[src/rtl/btn_pkg.sv]
// ============================================================================
// btn_pkg : shared types and counter-width helper for the button conditioner
// Rev 1.0
// ============================================================================
`default_nettype none

package btn_pkg;

    typedef enum logic [1:0] {
        ST_IDLE        = 2'd0,
        ST_PRESS_CHK   = 2'd1,
        ST_HELD        = 2'd2,
        ST_RELEASE_CHK = 2'd3
    } btn_state_t;

    // One spare bit so a counter can always hold its terminal value.
    function automatic int cnt_width(input int max_count);
        return $clog2(max_count) + 1;
    endfunction

endpackage

`default_nettype wire

[src/rtl/btn_debounce_chan.sv]
// ============================================================================
// btn_debounce_chan : one button channel - synchroniser, debounce FSM,
//                     optional auto-repeat, registered level/pulse outputs
// Rev 1.0
// ============================================================================
`default_nettype none

module btn_debounce_chan
    import btn_pkg::*;
#(
    parameter int DEBOUNCE_CYCLES = 2_000_000,
    parameter int REPEAT_DELAY    = 0,
    parameter int REPEAT_PERIOD   = 25_000_000
) (
    input  logic clk,
    input  logic rst_n,
    input  logic btn_raw,
    output logic btn_level,
    output logic btn_press,
    output logic btn_release
);

    localparam int C_CW      = cnt_width(DEBOUNCE_CYCLES);
    localparam int C_REP_MAX = (REPEAT_DELAY > REPEAT_PERIOD) ? REPEAT_DELAY : REPEAT_PERIOD;
    localparam int C_RW      = cnt_width(C_REP_MAX);
    localparam bit C_REP_EN  = (REPEAT_DELAY > 0);

    localparam logic [C_CW-1:0] C_DB_LAST  = C_CW'(DEBOUNCE_CYCLES - 1);
    localparam logic [C_RW-1:0] C_DLY_LAST = C_REP_EN ? C_RW'(REPEAT_DELAY - 1) : '0;
    localparam logic [C_RW-1:0] C_PER_LAST = (REPEAT_PERIOD > 0) ? C_RW'(REPEAT_PERIOD - 1) : '0;

    logic            r_sync1;
    logic            r_sync2;
    btn_state_t      r_state;
    btn_state_t      w_state_nxt;
    logic [C_CW-1:0] r_cnt;
    logic [C_CW-1:0] w_cnt_nxt;
    logic [C_RW-1:0] r_rep;
    logic [C_RW-1:0] w_rep_nxt;
    logic            r_periodic;
    logic            w_periodic_nxt;
    logic            r_level;
    logic            r_press;
    logic            r_release;
    logic            w_s;
    logic            w_db_done;
    logic            w_rep_hit;
    logic            w_level_d;
    logic            w_press_d;
    logic            w_release_d;

    assign w_s       = r_sync2;
    assign w_db_done = (r_cnt == C_DB_LAST);
    assign w_rep_hit = C_REP_EN && (r_state == ST_HELD) && w_s &&
                       (r_periodic ? (r_rep == C_PER_LAST) : (r_rep == C_DLY_LAST));

    always_ff @(posedge clk or negedge rst_n) begin
        if (!rst_n) begin
            r_sync1    <= 1'b0;
            r_sync2    <= 1'b0;
            r_state    <= ST_IDLE;
            r_cnt      <= '0;
            r_rep      <= '0;
            r_periodic <= 1'b0;
            r_level    <= 1'b0;
            r_press    <= 1'b0;
            r_release  <= 1'b0;
        end else begin
            r_sync1    <= btn_raw;
            r_sync2    <= r_sync1;
            r_state    <= w_state_nxt;
            r_cnt      <= w_cnt_nxt;
            r_rep      <= w_rep_nxt;
            r_periodic <= w_periodic_nxt;
            r_level    <= w_level_d;
            r_press    <= w_press_d;
            r_release  <= w_release_d;
        end
    end

    always_comb begin
        w_state_nxt    = r_state;
        w_cnt_nxt      = r_cnt;
        w_rep_nxt      = r_rep;
        w_periodic_nxt = r_periodic;
        case (r_state)
            ST_IDLE: begin
                if (w_s) begin
                    w_state_nxt = ST_PRESS_CHK;
                    w_cnt_nxt   = '0;
                end
            end
            ST_PRESS_CHK: begin
                if (!w_s) begin
                    w_state_nxt = ST_IDLE;
                end else if (w_db_done) begin
                    w_state_nxt    = ST_HELD;
                    w_rep_nxt      = '0;
                    w_periodic_nxt = 1'b0;
                end else begin
                    w_cnt_nxt = r_cnt + C_CW'(1);
                end
            end
            ST_HELD: begin
                // A falling sample wins over a due repeat, so the two never overlap.
                if (!w_s) begin
                    w_state_nxt    = ST_RELEASE_CHK;
                    w_cnt_nxt      = '0;
                    w_rep_nxt      = '0;
                    w_periodic_nxt = 1'b0;
                end else if (C_REP_EN) begin
                    if (w_rep_hit) begin
                        w_rep_nxt      = '0;
                        w_periodic_nxt = 1'b1;
                    end else begin
                        w_rep_nxt = r_rep + C_RW'(1);
                    end
                end
            end
            ST_RELEASE_CHK: begin
                if (w_s) begin
                    w_state_nxt    = ST_HELD;
                    w_rep_nxt      = '0;
                    w_periodic_nxt = 1'b0;
                end else if (w_db_done) begin
                    w_state_nxt = ST_IDLE;
                end else begin
                    w_cnt_nxt = r_cnt + C_CW'(1);
                end
            end
            default: begin
                w_state_nxt = ST_IDLE;
                w_cnt_nxt   = '0;
            end
        endcase
    end

    always_comb begin
        w_level_d   = (w_state_nxt == ST_HELD) || (w_state_nxt == ST_RELEASE_CHK);
        w_press_d   = ((r_state == ST_PRESS_CHK) && w_s && w_db_done) || w_rep_hit;
        w_release_d = (r_state == ST_RELEASE_CHK) && !w_s && w_db_done;
    end

    assign btn_level   = r_level;
    assign btn_press   = r_press;
    assign btn_release = r_release;

endmodule

`default_nettype wire

[src/rtl/btn_debouncer.sv]
// ============================================================================
// btn_debouncer : N_BTN independent debounced button channels plus any_held
// Rev 1.0
// ============================================================================
`default_nettype none

module btn_debouncer
    import btn_pkg::*;
#(
    parameter int N_BTN           = 2,
    parameter int DEBOUNCE_CYCLES = 2_000_000,
    parameter int REPEAT_DELAY    = 0,
    parameter int REPEAT_PERIOD   = 25_000_000
) (
    input  logic             clk,
    input  logic             rst_n,
    input  logic [N_BTN-1:0] btn_raw,
    output logic [N_BTN-1:0] btn_level,
    output logic [N_BTN-1:0] btn_press,
    output logic [N_BTN-1:0] btn_release,
    output logic             any_held
);

    for (genvar gi = 0; gi < N_BTN; gi++) begin : g_chan
        btn_debounce_chan #(
            .DEBOUNCE_CYCLES (DEBOUNCE_CYCLES),
            .REPEAT_DELAY    (REPEAT_DELAY),
            .REPEAT_PERIOD   (REPEAT_PERIOD)
        ) u_chan (
            .clk         (clk),
            .rst_n       (rst_n),
            .btn_raw     (btn_raw[gi]),
            .btn_level   (btn_level[gi]),
            .btn_press   (btn_press[gi]),
            .btn_release (btn_release[gi])
        );
    end

    // Levels are flop outputs, so this OR has no path from btn_raw.
    assign any_held = |btn_level;

endmodule

`default_nettype wire

[config.mk]
export PLATFORM = sky130hd
export DESIGN_NAME = btn_debouncer
export DESIGN_NICKNAME = d
export VERILOG_FILES = /design/src/rtl/btn_pkg.sv /design/src/rtl/btn_debounce_chan.sv /design/src/rtl/btn_debouncer.sv
export SDC_FILE = /design/constraint.sdc
export NUM_CORES = 1
export LEC_CHECK = 0
export BUFFER_PORTS_ARGS = -buffer_cell sky130_fd_sc_hd__buf_2
export CAP_MARGIN = 20
export CELL_PAD_IN_SITES_DETAIL_PLACEMENT = 0
export CELL_PAD_IN_SITES_GLOBAL_PLACEMENT = 1
export CORE_ASPECT_RATIO = 0.75
export CORE_UTILIZATION = 35
export DETAILED_ROUTE_END_ITERATION = 6
export GPL_ROUTABILITY_DRIVEN = 0
export PLACE_DENSITY = 0.7
export SLEW_MARGIN = 0
export SYNTH_ARGS = -nofsm -noshare
export SYNTH_HDL_FRONTEND = slang
export SYNTH_SLANG_ARGS = --single-unit
export TNS_END_PERCENT = 100
[constraint.sdc]
create_clock -name clk -period 2.3 [get_ports clk]
set_input_delay 0.23 -clock clk [delete_from_list [all_inputs] [get_ports clk]]
set_output_delay 0.23 -clock clk [all_outputs]
set_load 0.02 [all_outputs]
# Word-level counts from Yosys, hierarchy flattened
# Cells that the tools add are included.
# W data, S select, Z words.
[classes]
add_sub_neg = 2
eq_ne = 20
n_mux = 26
reduce_logical = 17
[op_table]
columns = ["operator", "count"]
rows = [
  ["$mux W22", 10],
  ["$pmux W22 S4", 2],
  ["$add A22 B1 Y22 const B", 2],
  ["$eq A22 B21 Y1 const B", 2],
  ["$mux W2", 12],
  ["$eq A2 B2 Y1 const B", 8],
  ["$pmux W2 S4", 2],
  ["$logic_and A1 B1 Y1", 8],
  ["$ne A2 B1 Y1 const B", 4],
  ["$ne A2 B2 Y1 const B", 4],
  ["$reduce_and A4 Y1", 2],
  ["$eq A2 B1 Y1 const B", 2],
  ["$logic_not A2 Y1", 2],
  ["$logic_not A1 Y1", 2],
  ["$logic_or A1 B1 Y1", 2],
  ["$reduce_or A2 Y1", 1],
]
[totals]
reg_bits = 58
input_bits = 4
out_inout_bits = 7
word_cells = 79

# Depth between registers and ports, before layout
[logic_depth]
word_depth = 6
ltp_mapped = 8
depth_no_buf = 6

# Modules after synthesis
# A second synthesis with hierarchy kept.
[hier_totals]
hier_cells = 303
hier_area_um2 = 3076.7
[modules_own_cells]
columns = ["mod", "n_inst", "cells_each", "area_per_inst_um2", "seq_area_each_um2"]
rows = [
  ["btn_debounce_chan", 2, 151, 1535.2, 700.7],
  ["btn_debouncer", 1, 1, 6.3, 0.0],
]

# Worst setup path before layout
# Ideal clock, no wire load.
[synth_path]
kind = "flip-flop to flip-flop"
startpoint = "register g_chan[1].u_chan.r_cnt[9]"
endpoint = "register g_chan[1].u_chan.r_cnt[12]"
setup_time_ns = 0.148
arrival_ns = 1.883
required_time_ns = 2.152
slack_ns = 0.270
stages_incl_launch_ff = 7
path_buffers = 2
synth_period_minus_slack_ns = 2.030
cell_sequence = "dfrtp_1 > or4b_1 > or4_4 > o21bai_4 > buf_6 > buf_12 > o221ai_1"
[synth_via]
elab_chain_cells = 4
word_cells_on_any_way = 6
cone_classes = "1 x add/sub; 1 x eq/ne; 4 x mux"
[synth_rtl]
columns = ["item", "line", "source"]
rows = [
  ["start: declaration", "btn_debounce_chan.sv:36", "logic [C_CW-1:0] r_cnt;"],
  ["start signal: assignment", "btn_debounce_chan.sv:72", "r_cnt <= w_cnt_nxt;"],
  ["$add A22 B1 Y22 or $eq A22 B21 Y1 (tied branches)", "btn_debounce_chan.sv:101, btn_debounce_chan.sv:128, btn_debounce_chan.sv:53", ""],
  ["$mux W22 *", "btn_debounce_chan.sv:96, btn_debounce_chan.sv:125", ""],
  ["$mux W22 (on tied branches)", "btn_debounce_chan.sv:121, btn_debounce_chan.sv:94", ""],
  ["$pmux W22 S4 *", "btn_debounce_chan.sv:86", "case (r_state)"],
]
# Every way passes the cells marked *; elsewhere a longest branch is shown, timed or not. The select of a mux whose other input is x is not followed.
# A chain may end at the register's enable or synchronous reset.

# Final worst setup path
[layout_path]
startpoint = "register g_chan[1].u_chan.r_cnt[11]"
endpoint = "register g_chan[1].u_chan.r_cnt[11]"
# The elaborated chain is that of the path after synthesis.

==> metrics.txt <==
# TYPE chip_impl_metric gauge
chip_impl_info{name="status",value="finished, violations left"} 1
chip_impl_info{name="violated_checks",value="DRC"} 1
chip_impl_info{name="layout.cells.most_common_list",value="sky130_fd_sc_hd__dfrtp_1 (58), sky130_fd_sc_hd__nand2_1 (41), sky130_fd_sc_hd__nand3_1 (30)"} 1
chip_impl_metric{name="globalRoute.totalOverflow",unit=""} 0
chip_impl_metric{name="placed_cells",unit=""} 454
chip_impl_metric{name="cts_made_buffers",unit=""} 9
chip_impl_metric{name="fin_ws",unit="ps"} 177
chip_impl_metric{name="detailedRoute.firstPassIterationCount",unit=""} 6
chip_impl_metric{name="htree_num_levels",unit=""} 3
chip_impl_metric{name="worstPathMaxFanout",unit=""} 27
chip_impl_info{name="r2r-end",value="g_chan[1].u_chan.r_cnt[11]"} 1
chip_impl_info{name="cts_tree",value="built"} 1
chip_impl_metric{name="globalRouteTotalUtil",unit=""} 0.166
chip_impl_metric{name="yosysTopAreaCellShare",unit=""} 0.457
chip_impl_info{name="synthFlopType",value="sky130_fd_sc_hd__dfrtp_1"} 1
chip_impl_metric{name="syn_avg_cell_area",unit="sq um"} 9.56
chip_impl_metric{name="grt_start_max_net_pins",unit=""} 59
chip_impl_metric{name="n_antenna_cell",unit=""} 0
chip_impl_info{name="worstHoldPathType",value="in2reg"} 1
chip_impl_metric{name="cell_variety_after_synth",unit=""} 52
chip_impl_info{name="synth.area.top_cells",value="sky130_fd_sc_hd__dfrtp_1 (46%), sky130_fd_sc_hd__nand2_1 (4.8%), sky130_fd_sc_hd__nand3_1 (4.7%)"} 1
chip_impl_metric{name="post_route_cells_drive_above_1_share",unit=""} 0.206
chip_impl_metric{name="mappedNetlistArea",unit="sq mm"} 0.00317
chip_impl_metric{name="sum_neg_setup_slack",unit="ps"} 0
chip_impl_info{name="synth.largest_area_cell",value="sky130_fd_sc_hd__dfrtp_1"} 1
chip_impl_metric{name="finalNonFillerCells",unit=""} 472
chip_impl_metric{name="routedWlPerCell",unit="um"} 15.0
chip_impl_metric{name="max-vdd-ir-drop",unit="uV"} 386
chip_impl_info{name="worstSetupEndpoint",value="g_chan[1].u_chan.r_cnt[11]"} 1
chip_impl_info{name="timing.setup.critical_path_class",value="reg2reg"} 1
chip_impl_info{name="rsz0062_at_grt",value="no"} 1
chip_impl_metric{name="cp_data_arrival_time",unit="ps"} 2320
chip_impl_metric{name="core",unit="sq mm"} 0.00864
chip_impl_metric{name="floorplan.io_pins",unit=""} 11
chip_impl_metric{name="drc_errors",unit=""} 2
chip_impl_metric{name="io_buffers",unit=""} 10
chip_impl_metric{name="period_minus_slack",unit="ps"} 2120
chip_impl_metric{name="final.hold.worst_slack",unit="ps"} 32.7
chip_impl_metric{name="yosysSeqAreaShare",unit=""} 0.457
chip_impl_metric{name="detailedRoute.firstIterationViolations",unit=""} 222
chip_impl_metric{name="start_util",unit=""} 0.368
chip_impl_metric{name="fmaxAchievable",unit="MHz"} 471
chip_impl_metric{name="clock-skew-final",unit="ps"} 4.99
chip_impl_metric{name="design.final.nets",unit=""} 365
chip_impl_metric{name="timing.final.hold_violations",unit=""} 0
chip_impl_metric{name="worst-r2r-setup-slack",unit="ps"} 180
chip_impl_metric{name="timing.max_slew.rel_slack",unit=""} 0.551
chip_impl_metric{name="cp.required",unit="ps"} 2500
chip_impl_metric{name="finalCritPeriodShare",unit=""} 0.923
chip_impl_metric{name="power_per_unit_of_standard_cell_area",unit="mW/mm^2"} 719
chip_impl_metric{name="grt_pass1_wl",unit="um"} 12200
chip_impl_metric{name="grt_antenna_before_repair",unit=""} 0
chip_impl_metric{name="dp_hpwl",unit="um"} 4730
chip_impl_metric{name="finalWirelength",unit="um"} 7100
chip_impl_metric{name="yosys_warnings",unit=""} 0
chip_impl_info{name="timing.critical_path.to_type",value="flip-flop"} 1
chip_impl_info{name="cts_root_buf",value="sky130_fd_sc_hd__clkbuf_16"} 1
chip_impl_metric{name="report.power.total",unit="uW"} 2710
chip_impl_info{name="reg2reg_start",value="g_chan[1].u_chan.r_cnt[11]"} 1
chip_impl_metric{name="fp.dieW",unit="um"} 112
chip_impl_metric{name="max-cap-violations",unit=""} 0
chip_impl_metric{name="fp.dieArea",unit="sq mm"} 0.00946
chip_impl_metric{name="rows",unit=""} 29
chip_impl_metric{name="tightestPinTransition",unit="ps"} 668
chip_impl_info{name="cp-startpoint",value="g_chan[1].u_chan.r_cnt[11]"} 1
chip_impl_metric{name="timing.final.max_slew_violations",unit=""} 0
chip_impl_metric{name="die_y",unit="um"} 84.5
chip_impl_metric{name="clkTransAtPathRegs",unit="ps"} 50
chip_impl_metric{name="route.vias.total",unit=""} 2556
chip_impl_info{name="worstSetupStartpointType",value="flip-flop"} 1
chip_impl_metric{name="r2r_cells",unit=""} 6
chip_impl_metric{name="first_global_vias",unit=""} 2407
chip_impl_metric{name="static-leakage-power",unit="uW"} 0.00167
chip_impl_metric{name="postSynthRegisterBits",unit=""} 58
chip_impl_info{name="final_common_cell",value="sky130_fd_sc_hd__dfrtp_1"} 1
chip_impl_metric{name="syn2layout_area_growth",unit="%"} 19.0
chip_impl_metric{name="setup-violations-final",unit=""} 0
chip_impl_metric{name="detail-route-antenna-nets",unit=""} 0
chip_impl_metric{name="avgViaCountPerCell",unit=""} 5.42
chip_impl_metric{name="synth_edf_count",unit=""} 0
chip_impl_metric{name="clock_sinks",unit=""} 58
chip_impl_metric{name="whs_path_depth",unit=""} 1
chip_impl_metric{name="syn_nets",unit=""} 338
chip_impl_metric{name="detailedPlace.worstSlack",unit="ps"} 125
chip_impl_metric{name="clk_latency",unit="ps"} 330
chip_impl_metric{name="asyncSetResetFlopFracSynth",unit=""} 1.00
chip_impl_metric{name="cts_post_setup_buffers_inserted",unit=""} 0
chip_impl_metric{name="max-clock-path-buffers",unit=""} 2
chip_impl_metric{name="synthCells",unit=""} 332
cell families (layout without fill, tap and decap cells):
group,after synthesis,in the layout,synth area share
buf+inv,26,58,0.0508
simple gates,159,159,0.291
flops,58,58,0.457
mux,12,12,0.0394
fa+ha+maj,2,2,0.00788
compound gates,73,73,0.148
xor+xnor,2,2,0.00552
cell type report:
cell class	instances	area [sq um]
Inverter	7	26.3
Timing Repair Buffer	35	268
Tap cell	108	135
Fill cell	848	4860
Clock buffer	9	225
Sequential cell	58	1450
Multi-Input combinational cell	248	1570
Clock inverter	7	101
critical path, cell delays in order (launching register included):
cell and delay, ps:
sky130_fd_sc_hd__dfrtp_1 420, sky130_fd_sc_hd__or4b_1 510, sky130_fd_sc_hd__or4_4 460, sky130_fd_sc_hd__o21bai_4 200
sky130_fd_sc_hd__buf_12 190, sky130_fd_sc_hd__or4b_2 130, sky130_fd_sc_hd__o211ai_1 70
worst min-delay path by stage:
stage               slack (ps)                         end  startpoint
finish                      30    g_chan[1].u_chan.r_sync1  btn_raw[1]
floorplan                  -70  g_chan[0].u_chan.btn_level       rst_n
detailed placement         260   g_chan[0].u_chan.r_cnt[5]       rst_n
global placement           260   g_chan[0].u_chan.r_cnt[5]       rst_n
global route                20    g_chan[1].u_chan.r_sync1  btn_raw[1]
CTS                         20    g_chan[1].u_chan.r_sync1  btn_raw[1]
registers in the layout, indices dropped and copies added, names as in the netlist:
signal                     count
g_chan.u_chan.btn_level        2
g_chan.u_chan.btn_press        2
g_chan.u_chan.btn_release      2
g_chan.u_chan.r_cnt           44
g_chan.u_chan.r_state          4
g_chan.u_chan.r_sync1          2
g_chan.u_chan.r_sync2          2
report_power, final:
part / internal, uW / total (uW) / switching (uW)
combinational: 58.3 / 150 / 91.3
sequential: 1050 / 1100 / 43.6
clock: 956 / 1470 / 511
metrics by stage:
step	utilization	instance area [sq um]
2_1_floorplan	-	3170
3_3_place_gp	0.396	3420
3_5_place_dp	0.396	3420
4_1_cts	0.436	3770
5_1_grt	0.437	3780
6_report	0.437	3780
cells in the mapped netlist (all sizes together) (3+ instances only):
cell type,instances
a21oi,7
a31oi,6
and3,6
buf,12
clkbuf,7
dfrtp,58
inv,7
mux2,4
mux2i,8
nand2,45
nand2b,6
nand3,36
nand4,8
nor2,17
nor3,5
nor3b,4
nor4,7
o21ai,36
o31ai,11
or3,3
or4,11
per-layer routing:
metal  GRT usage  vias to the layer above  share of wire
li1            -                     1293              -
met5           0                        -              0
met4      0.0545                        0          0.011
met2       0.221                       48           0.40
met3      0.0520                        7          0.052
met1       0.249                     1208           0.53
what timing repair did:
item / in CTS / in global routing
endpoints found under the hold margin: 59 / 0
endpoints found under the setup margin: 0 / 1
resized for setup: 0 / 1
hold buffers: 2 / 0
Power figures use the tool's default switching activity.
